===== src/rtl/harmonogram_wyswietlacza_pkg.sv =====
// rtl/harmonogram_wyswietlacza_pkg.sv - shared types, limits and 7-segment lookup for the display scheduler
package pakiet_wyswietlacza;

   typedef enum logic [2:0] {
      IDLE    = 3'd0,
      START_A = 3'd1,
      CONV_A  = 3'd2,
      START_B = 3'd3,
      CONV_B  = 3'd4,
      COMMIT  = 3'd5
   } stan_t;

   typedef logic [1:0] cyfra_t;

   localparam logic [6:0] MAX_RPM = 7'd99;

   // Segments {g,f,e,d,c,b,a}, active-low; anything outside 0..9 renders blank.
   function automatic logic [6:0] seg7(input logic [3:0] n);
      logic [6:0] s;
      case (n)
         4'd0:    s = 7'h40;
         4'd1:    s = 7'h79;
         4'd2:    s = 7'h24;
         4'd3:    s = 7'h30;
         4'd4:    s = 7'h19;
         4'd5:    s = 7'h12;
         4'd6:    s = 7'h02;
         4'd7:    s = 7'h78;
         4'd8:    s = 7'h00;
         4'd9:    s = 7'h10;
         default: s = 7'h7F;
      endcase
      return s;
   endfunction

endpackage


===== src/rtl/konwerter_bcd_iter.sv =====
// rtl/konwerter_bcd_iter.sv - iterative binary-to-BCD converter for 0..99 by repeated subtraction of ten
module konwerter_bcd_iter (
   input  logic       clk,
   input  logic       rst_n,
   input  logic       start,
   input  logic [6:0] wartosc,
   output logic       done,
   output logic [7:0] bcd
);

   logic       busy_q, busy_d;
   logic [6:0] reszta_q, reszta_d;
   logic [3:0] dziesiatki_q, dziesiatki_d;

   always_comb begin
      busy_d       = busy_q;
      reszta_d     = reszta_q;
      dziesiatki_d = dziesiatki_q;
      if (start) begin
         busy_d       = 1'b1;
         reszta_d     = wartosc;
         dziesiatki_d = 4'd0;
      end else if (busy_q) begin
         if (reszta_q >= 7'd10) begin
            reszta_d     = reszta_q - 7'd10;
            dziesiatki_d = dziesiatki_q + 4'd1;
         end else begin
            busy_d = 1'b0;
         end
      end
   end

   always_ff @(posedge clk) begin
      if (!rst_n) begin
         busy_q       <= 1'b0;
         reszta_q     <= '0;
         dziesiatki_q <= '0;
      end else begin
         busy_q       <= busy_d;
         reszta_q     <= reszta_d;
         dziesiatki_q <= dziesiatki_d;
      end
   end

   // Done is combinational so a single-digit value finishes one cycle after start.
   assign done = busy_q && (reszta_q < 7'd10);
   assign bcd  = {dziesiatki_q, reszta_q[3:0]};

endmodule


===== src/rtl/harmonogram_wyswietlacza.sv =====
// rtl/harmonogram_wyswietlacza.sv - shares one BCD converter between two rpm sources and scans a 4-digit display; ZERA_WIODACE_EN blanks zero tens digits
import pakiet_wyswietlacza::*;

module harmonogram_wyswietlacza #(
   parameter int REFRESH_CYCLES = 10000,
   parameter int SCAN_CYCLES    = 50000
) (
   input  logic       clk,
   input  logic       rst_n,
   input  logic [6:0] rpm_zmierzone,
   input  logic [6:0] rpm_zadane,
   output logic [7:0] bcd_zmierzone,
   output logic [7:0] bcd_zadane,
   output logic       nowe_dane,
   output logic       przepelnienie,
   output logic [3:0] anody,
   output logic [6:0] segmenty
);

   localparam int RW = $clog2(REFRESH_CYCLES);
   localparam int SW = (SCAN_CYCLES > 1) ? $clog2(SCAN_CYCLES) : 1;

   logic [RW-1:0] odswiez_q, odswiez_d;
   logic          tick;
   logic [SW-1:0] skan_q, skan_d;
   cyfra_t        cyfra_q, cyfra_d;
   logic [3:0]    anody_q, anody_d;
   logic [6:0]    segmenty_q, segmenty_d;
   logic [3:0]    nibble;

   stan_t      stan_q;
   logic [6:0] snap_a_q, snap_b_q;
   logic       ovf_a_q, ovf_b_q;
   logic [7:0] wynik_a_q, wynik_b_q;
   logic [7:0] bcd_zm_q, bcd_za_q;
   logic       nowe_dane_q, przepelnienie_q;

   logic       konw_start, konw_done;
   logic [6:0] konw_wartosc;
   logic [7:0] konw_bcd;

   assign tick = (odswiez_q == RW'(REFRESH_CYCLES - 1));

   always_comb begin
      odswiez_d = tick ? '0 : odswiez_q + 1'b1;
      if (skan_q == SW'(SCAN_CYCLES - 1)) begin
         skan_d  = '0;
         cyfra_d = cyfra_q + 2'd1;
      end else begin
         skan_d  = skan_q + 1'b1;
         cyfra_d = cyfra_q;
      end
   end

   assign konw_start   = (stan_q == START_A) || (stan_q == START_B);
   assign konw_wartosc = (stan_q == START_B) ? snap_b_q : snap_a_q;

   konwerter_bcd_iter u_konwerter (
      .clk     (clk),
      .rst_n   (rst_n),
      .start   (konw_start),
      .wartosc (konw_wartosc),
      .done    (konw_done),
      .bcd     (konw_bcd)
   );

   always_ff @(posedge clk) begin
      if (!rst_n) begin
         stan_q          <= IDLE;
         snap_a_q        <= '0;
         snap_b_q        <= '0;
         ovf_a_q         <= 1'b0;
         ovf_b_q         <= 1'b0;
         wynik_a_q       <= '0;
         wynik_b_q       <= '0;
         bcd_zm_q        <= '0;
         bcd_za_q        <= '0;
         nowe_dane_q     <= 1'b0;
         przepelnienie_q <= 1'b0;
      end else begin
         nowe_dane_q <= 1'b0;
         case (stan_q)
            IDLE: begin
               if (tick) begin
                  snap_a_q <= (rpm_zmierzone > MAX_RPM) ? MAX_RPM : rpm_zmierzone;
                  snap_b_q <= (rpm_zadane > MAX_RPM) ? MAX_RPM : rpm_zadane;
                  ovf_a_q  <= (rpm_zmierzone > MAX_RPM);
                  ovf_b_q  <= (rpm_zadane > MAX_RPM);
                  stan_q   <= START_A;
               end
            end
            START_A: stan_q <= CONV_A;
            CONV_A: begin
               if (konw_done) begin
                  wynik_a_q <= konw_bcd;
                  stan_q    <= START_B;
               end
            end
            START_B: stan_q <= CONV_B;
            CONV_B: begin
               if (konw_done) begin
                  wynik_b_q <= konw_bcd;
                  stan_q    <= COMMIT;
               end
            end
            COMMIT: begin
               bcd_zm_q        <= wynik_a_q;
               bcd_za_q        <= wynik_b_q;
               przepelnienie_q <= ovf_a_q | ovf_b_q;
               nowe_dane_q     <= 1'b1;
               stan_q          <= IDLE;
            end
            default: stan_q <= IDLE;
         endcase
      end
   end

   // Display reads only the committed pair, so a round in progress is never visible.
   always_comb begin
      case (cyfra_q)
         2'd0:    nibble = bcd_zm_q[3:0];
         2'd1:    nibble = bcd_zm_q[7:4];
         2'd2:    nibble = bcd_za_q[3:0];
         default: nibble = bcd_za_q[7:4];
      endcase
      anody_d    = ~(4'b0001 << cyfra_q);
      segmenty_d = seg7(nibble);
`ifdef ZERA_WIODACE_EN
      if (cyfra_q[0] && (nibble == 4'd0)) anody_d = 4'b1111;
`else
`endif
   end

   always_ff @(posedge clk) begin
      if (!rst_n) begin
         odswiez_q  <= '0;
         skan_q     <= '0;
         cyfra_q    <= '0;
         anody_q    <= 4'b1111;
         segmenty_q <= 7'h7F;
      end else begin
         odswiez_q  <= odswiez_d;
         skan_q     <= skan_d;
         cyfra_q    <= cyfra_d;
         anody_q    <= anody_d;
         segmenty_q <= segmenty_d;
      end
   end

   assign bcd_zmierzone = bcd_zm_q;
   assign bcd_zadane    = bcd_za_q;
   assign nowe_dane     = nowe_dane_q;
   assign przepelnienie = przepelnienie_q;
   assign anody         = anody_q;
   assign segmenty      = segmenty_q;

endmodule

===== config.mk =====
export PLATFORM = sky130hd
export DESIGN_NAME = harmonogram_wyswietlacza
export DESIGN_NICKNAME = d
export VERILOG_FILES = /design/src/rtl/harmonogram_wyswietlacza_pkg.sv /design/src/rtl/konwerter_bcd_iter.sv /design/src/rtl/harmonogram_wyswietlacza.sv
export SDC_FILE = /design/constraint.sdc
export NUM_CORES = 1
export LEC_CHECK = 0
export BUFFER_PORTS_ARGS = -buffer_cell sky130_fd_sc_hd__buf_2
export CAP_MARGIN = 5
export CORE_UTILIZATION = 25
export DETAILED_ROUTE_END_ITERATION = 8
export PLACE_DENSITY = 0.45
export SLEW_MARGIN = 40
export SYNTH_ARGS = -nofsm -noshare
export SYNTH_HDL_FRONTEND = slang
export SYNTH_HIERARCHICAL = 1
export SYNTH_SLANG_ARGS = --single-unit

===== constraint.sdc =====
create_clock -name clk -period 4.9 [get_ports clk]
set_input_delay 0.98 -clock clk [delete_from_list [all_inputs] [get_ports clk]]
set_output_delay 0.98 -clock clk [all_outputs]
set_load 0.005 [all_outputs]

# Yosys cells after proc, flatten, opt, wreduce, memory -nomap -nowiden
# Memories as Yosys holds them, arrays and structs flattened. A register that Yosys moved wholly into a read port is not among the register bits.
# Cells that the tools add are included.
[totals]
regBits = 101
mem_bits_ro = 112
inputBits = 16
output_inout_bits = 29
mem_count = 1
[op_classes]
n_addsub = 5
order_cmp = 4
n_eq_ne = 12
n_shift = 1
muxes = 15
n_bitwise = 3
n_reduce_logical = 16
[memory_table]
columns = ["memory", "depth", "width", "read_ports", "rd_ports_with_merged_regs", "write_ports", "line", "rtl"]
rows = [
  ["(name not given)", 16, 7, 1, 1, 0, "harmonogram_wyswietlacza_pkg.sv:20", "case (n)"],
]
[ops]
columns = ["operator", "n"]
rows = [
  ["2-to-1 mux 7 bit", 6],
  ["adder 16 x 1 -> 16 bit, second input constant", 1],
  ["== test 16 bit, second input constant", 1],
  ["case mux 3 bit (5 select lines)", 1],
  ["adder 14 x 1 -> 14 bit, second input constant", 1],
  ["== test 14 bit, second input constant", 1],
  ["> comparator 7 bit, second input constant", 2],
  ["case mux 4 bit (3 select lines)", 1],
  ["AND reduction 2 bit", 5],
  ["2-to-1 mux 3 bit", 3],
  [">= comparator 7 x 4 -> 1 bit, second input constant", 1],
  ["< comparator 7 x 4 -> 1 bit, second input constant", 1],
  ["subtractor 7 x 4 -> 7 bit, second input constant", 1],
  ["== test 3 x 2 -> 1 bit, second input constant", 2],
  ["== test 3 bit, second input constant", 2],
  ["!= test 2 bit, second input constant", 3],
  ["OR reduction 2 bit", 3],
  ["adder 4 x 1 -> 4 bit, second input constant", 1],
  ["2-to-1 mux 1 bit", 4],
  ["inverter 4 bit", 1],
  ["nonzero test 2 bit", 2],
  ["<< shifter 1 x 2 -> 4 bit, first input constant", 1],
  ["== test 3 x 1 -> 1 bit, second input constant", 1],
  ["logical NOT 3 bit", 1],
  ["other kinds (10)", 10],
]

# Logic depth before layout (Yosys ltp)
[depth]
ltp_word = 4
ltp_mapped = 8
ltp_nobuf = 8

# By module
# The synthesis kept the hierarchy.
[by_module_without_submodules]
columns = ["mod", "n_inst", "cells_per_inst", "area_per_inst_um2", "seq_area_each_um2"]
rows = [
  ["harmonogram_wyswietlacza", 1, 447, 3992.6, 1921.8],
  ["konwerter_bcd_iter", 1, 74, 664.4, 240.2],
]

# Worst setup path after synthesis
# Ideal clock, no wire load.
[synth_path]
path_kind = "flip-flop to flip-flop"
from = "reg u_konwerter.reszta_q[1]"
to = "reg wynik_b_q[0]"
t_arrival_ns = 1.926
required_time_ns = 4.772
slack_ns = 2.847
path_stages_with_launch = 9
cell_sequence = "dfxtp_1 inv_1 ha_1 and2b_4 nor3_1 nand2_1 nor3_2 mux2i_1 nor2_1"
[synth_via]
elab_chain_cells = 3
[synth_rtl]
columns = ["item", "line", "rtl"]
rows = [
  ["from (decl)", "konwerter_bcd_iter.sv:12", "logic [6:0] reszta_q, reszta_d;"],
  ["from (signal assigned)", "konwerter_bcd_iter.sv:40", "reszta_q <= reszta_d;"],
  ["< comparator 7 x 4 -> 1 bit", "konwerter_bcd_iter.sv:46", "assign done = busy_q && (reszta_q < 7'd10);"],
  ["logical AND 1 bit", "konwerter_bcd_iter.sv:46", ""],
  ["named net konw_done", "harmonogram_wyswietlacza.sv:38", "logic konw_start, konw_done;"],
  ["AND reduction 2 bit (no source line)", "-", ""],
  ["to (signal assigned)", "harmonogram_wyswietlacza.sv:102", "wynik_b_q <= konw_bcd;"],
  ["to (decl)", "harmonogram_wyswietlacza.sv:34", "logic [7:0] wynik_a_q, wynik_b_q;"],
]
# The timed path passes the listed nets, and every way through them passes these cells.
# A chain may end at the register's enable or synchronous reset.

# Final worst setup path
[layout_path]
from = "reg odswiez_q[5]"
to = "reg odswiez_q[10]"
[layout_via]
elab_chain_cells = 2
word_cells_on_any_way = 3
[layout_rtl]
columns = ["item", "line", "rtl"]
rows = [
  ["from (decl)", "harmonogram_wyswietlacza.sv:23", "logic [RW-1:0] odswiez_q, odswiez_d;"],
  ["from (signal assigned)", "harmonogram_wyswietlacza.sv:142", "odswiez_q <= odswiez_d;"],
  ["branches (longest 2 deep; another with adder 14 x 1 -> 14 bit)", "-", ""],
]
# Several ways; the timed one is not identified.

==> impl_results.md <==
- Most frequent cells in the layout: dfxtp_1, nor2_1, nand2_1
- Initial core utilization: 25.75%
- Area grow syn2layout: 14.88%
- Post-Synth Simple-Gate Area: 20.02%
- Max-cap violations: 0
- Ys Warns: 6
- Vias/cell: 4.690
- Inserted Clock Buffers: 9
- Setup repair after global routing missed its margin: false
- Rel. slew slack: 46.06%
- Largest family of logic cells by synthesized area: simple AND/OR/NAND/NOR gates
- Hold crit path type: flip-flop to flip-flop
- Asr flop ratio synth: 0%
- Max Fclk: 0.4095 GHz
- CP endpoint kind: flip-flop
- Setup Fix Bufs, Post-CTS: 0
- Seq cells post-synth: 108
- Die height: 138.5 µm
- Core area: 18090 µm²
- Reg-to-reg endpoint: odswiez_q[10]
- Placement Rows: 49
- WP data arrival: 2.66 ns
- Synth Area in Compound Gates: 13.49%
- Hold buffers post-CTS: 0
- Port-buffer cells: 44
- # resized after CTS: 0
- CTS clk-pin slew, worst paths: 0.07 ns
- Setup violations, final: 0
- # DRC: 10
- Die X: 138.5 µm
- Filler cells: 1898
- CP max FO: 18
- Critical path launch point type: flip-flop
- Failing checks: DRC
- Adder-cell share of the synthesized area: 3.224%
- Final Max Slew Viols: 0
- Worst hold slack: 0.4551 ns
- Post-layout nets: 575
- Largest net degree at the start of global routing: 60
- Least-Margin Pin Slew: 0.7989 ns
- Sink Count: 108
- Post-synthesis cell count: 521
- CP required: 5.12 ns
- Maximum VDD drop: 0.1630 mV
- First-pass GRT wire length: 17890 µm
- CTS Buffer Depth: 2
- CTS root buf: clkbuf_16
- Leak Pwr: 1.925 nW
- Pwr dens: 302.3 nW/µm²
- Area of the die: 19180 µm²
- Final hold vios: 0
- Critical setup path kind: flip-flop to flip-flop
- Post-synthesis sequential area ratio: 46.43%
- Post-route ant nets: 0
- DR pass1 iterations: 6
- Vias: 3663
- Share of cells above drive strength 1: 15.40%
- Minimum clock period: 2.442 ns
- Grt total ovfl: 0
- Boundary Pins: 45
- Routability cong.: 0.8477
- Routed len/inst: 13.44 µm
- Multiplexer share of the synthesized area: 7.335%
- Fin crit share: 49.84%
- Syn avg cell area: 8.939 µm²
- FF-to-FF setup slack: 2.46 ns
- Xor/xnor share of the synthesized area: 5.078%
- Vias in the first global route: 3535
- Detail Placement HPWL: 7313 µm
- FF-to-FF path depth: 4
- Status: finished with violations
- Crit path from: odswiez_q[5]
- Synth Flop Type: dfxtp_1
- Worst r2r src: odswiez_q[5]
- Placed cells: 765
- Non-filler cells, final: 781
- ANT cells: 0
- Latest clock arrival within the worst-skew pair: 0.35 ns
- Setup_tns: 0 ns
- CP Capture Point: odswiez_q[10]
- Routed wire length: 10500 µm
- DRT iter0 DRCs: 192
- Post-Syn Area: 4657 µm²
- GR Util All Layers: 11.68%
- H-Tree Level Count: 3
- CTS tree: yes
- Post-synth EDFFs: 0
- Clock skew: 0.005507 ns
- Distinct cells, synth: 55
- Commonest non-fill, non-tap cell in the layout: dfxtp_1
- Synth Net Count: 549
- Initial antenna violation count: 0
[routing by layer]
| layer | global-route usage [%] | wire [µm] | vias to the layer above |
|---|---|---|---|
| li1 | - | - | 1891 |
| met1 | 15.09 | 5392 | 1705 |
| met2 | 18.25 | 4536 | 61 |
| met3 | 4.053 | 467 | 6 |
| met4 | 3.489 | 100 | 0 |
| met5 | 0 | 0 | - |
[flip-flops by register name, summed over array words and instances, names as in the netlist, 2 cells and up]
name,cells
skan_q,16
odswiez_q,14
bcd_zadane,8
bcd_zmierzone,8
wynik_a_q,8
wynik_b_q,8
segmenty,7
snap_a_q,7
snap_b_q,7
u_konwerter/reszta_q,7
anody,4
u_konwerter/dziesiatki_q,4
stan_q,3
cyfra_q,2
[per-stage QoR]
step	setup slack, ns	area [µm²]	utilization, %	total power [mW]
floorplan	2.847	4657	-	0.9297
global placement	2.490	5046	27.90	0.9468
detailed placement	2.430	5060	27.98	0.9480
CTS	2.417	5338	29.51	1.650
global route	2.242	5350	29.58	1.696
finish	2.458	5350	29.58	1.617
[power breakdown]
| group | internal (mW) | total, mW | switching (mW) |
|---|---|---|---|
| registers | 0.884 | 0.889 | 0.00451 |
| clock network | 0.360 | 0.690 | 0.330 |
| logic | 0.0129 | 0.0382 | 0.0253 |
[worst min path at each step]
stage | startpoint | end | depth (start not counted)
after floorplan | skan_q[0] | skan_q[0] | 1
after global routing | wynik_b_q[3] | bcd_zadane[3] | 2
after CTS | wynik_b_q[3] | bcd_zadane[3] | 2
after global placement | skan_q[0] | skan_q[0] | 1
final | wynik_b_q[3] | bcd_zadane[3] | 2
after detailed placement | wynik_b_q[7] | bcd_zadane[7] | 2
[worst max-delay path, stage by stage (launching register included)]
cell and delay (ns):
dfxtp_1 0.36, or4b_1 0.59, or4_1 0.81, nand2_1 0.45, nor2_1 0.10
[cell usage after synthesis, types with 2 or more instances]
master	n	area share, %
a311oi_1	4	0.75
buf_2	2	0.21
o211ai_1	2	0.32
and3_1	6	0.81
o311ai_0	2	0.38
or3_2	3	0.48
a31oi_1	2	0.27
inv_1	19	1.5
a222oi_1	4	0.86
xor2_1	21	3.9
dfxtp_1	108	46
nor2_1	53	4.3
xnor2_1	6	1.1
nand2_1	52	4.2
o21ai_0	32	3.4
nand3b_1	2	0.32
buf_4	4	0.64
nand4_1	16	2.1
nor3_1	6	0.64
nand3_1	19	2.0
or4b_1	2	0.43
a211oi_1	2	0.32
mux2i_1	24	5.2
clkbuf_1	22	1.8
and4_1	4	0.75
or3_1	7	0.94
nor3_2	2	0.43
and2_1	2	0.27
a21oi_1	46	4.9
ha_1	12	3.2
mux2_2	9	2.2
nor4_1	3	0.40
[final cells by class]
| type | count | area, µm² | area share, % |
|---|---|---|---|
| sequential | 108 | 2162 | 40.41 |
| timing repair buffer | 45 | 227.7 | 4.256 |
| tap | 229 | 286.5 | 5.355 |
| inverter | 20 | 77.57 | 1.450 |
| clock buffer | 11 | 242.7 | 4.537 |
| clock inverter | 5 | 35.03 | 0.6548 |
| multi-input combinational | 363 | 2318 | 43.33 |
[cell families after synthesis]
family | after synthesis
AO/OA/AOI/OAI | 104
buffers and inverters | 50
adder cells (fa/ha/maj) | 12
multiplexers | 33
XOR/XNOR | 27
flip-flops | 108
AND/OR/NAND/NOR | 187
Note: power is estimated with default switching activity, not from simulation.
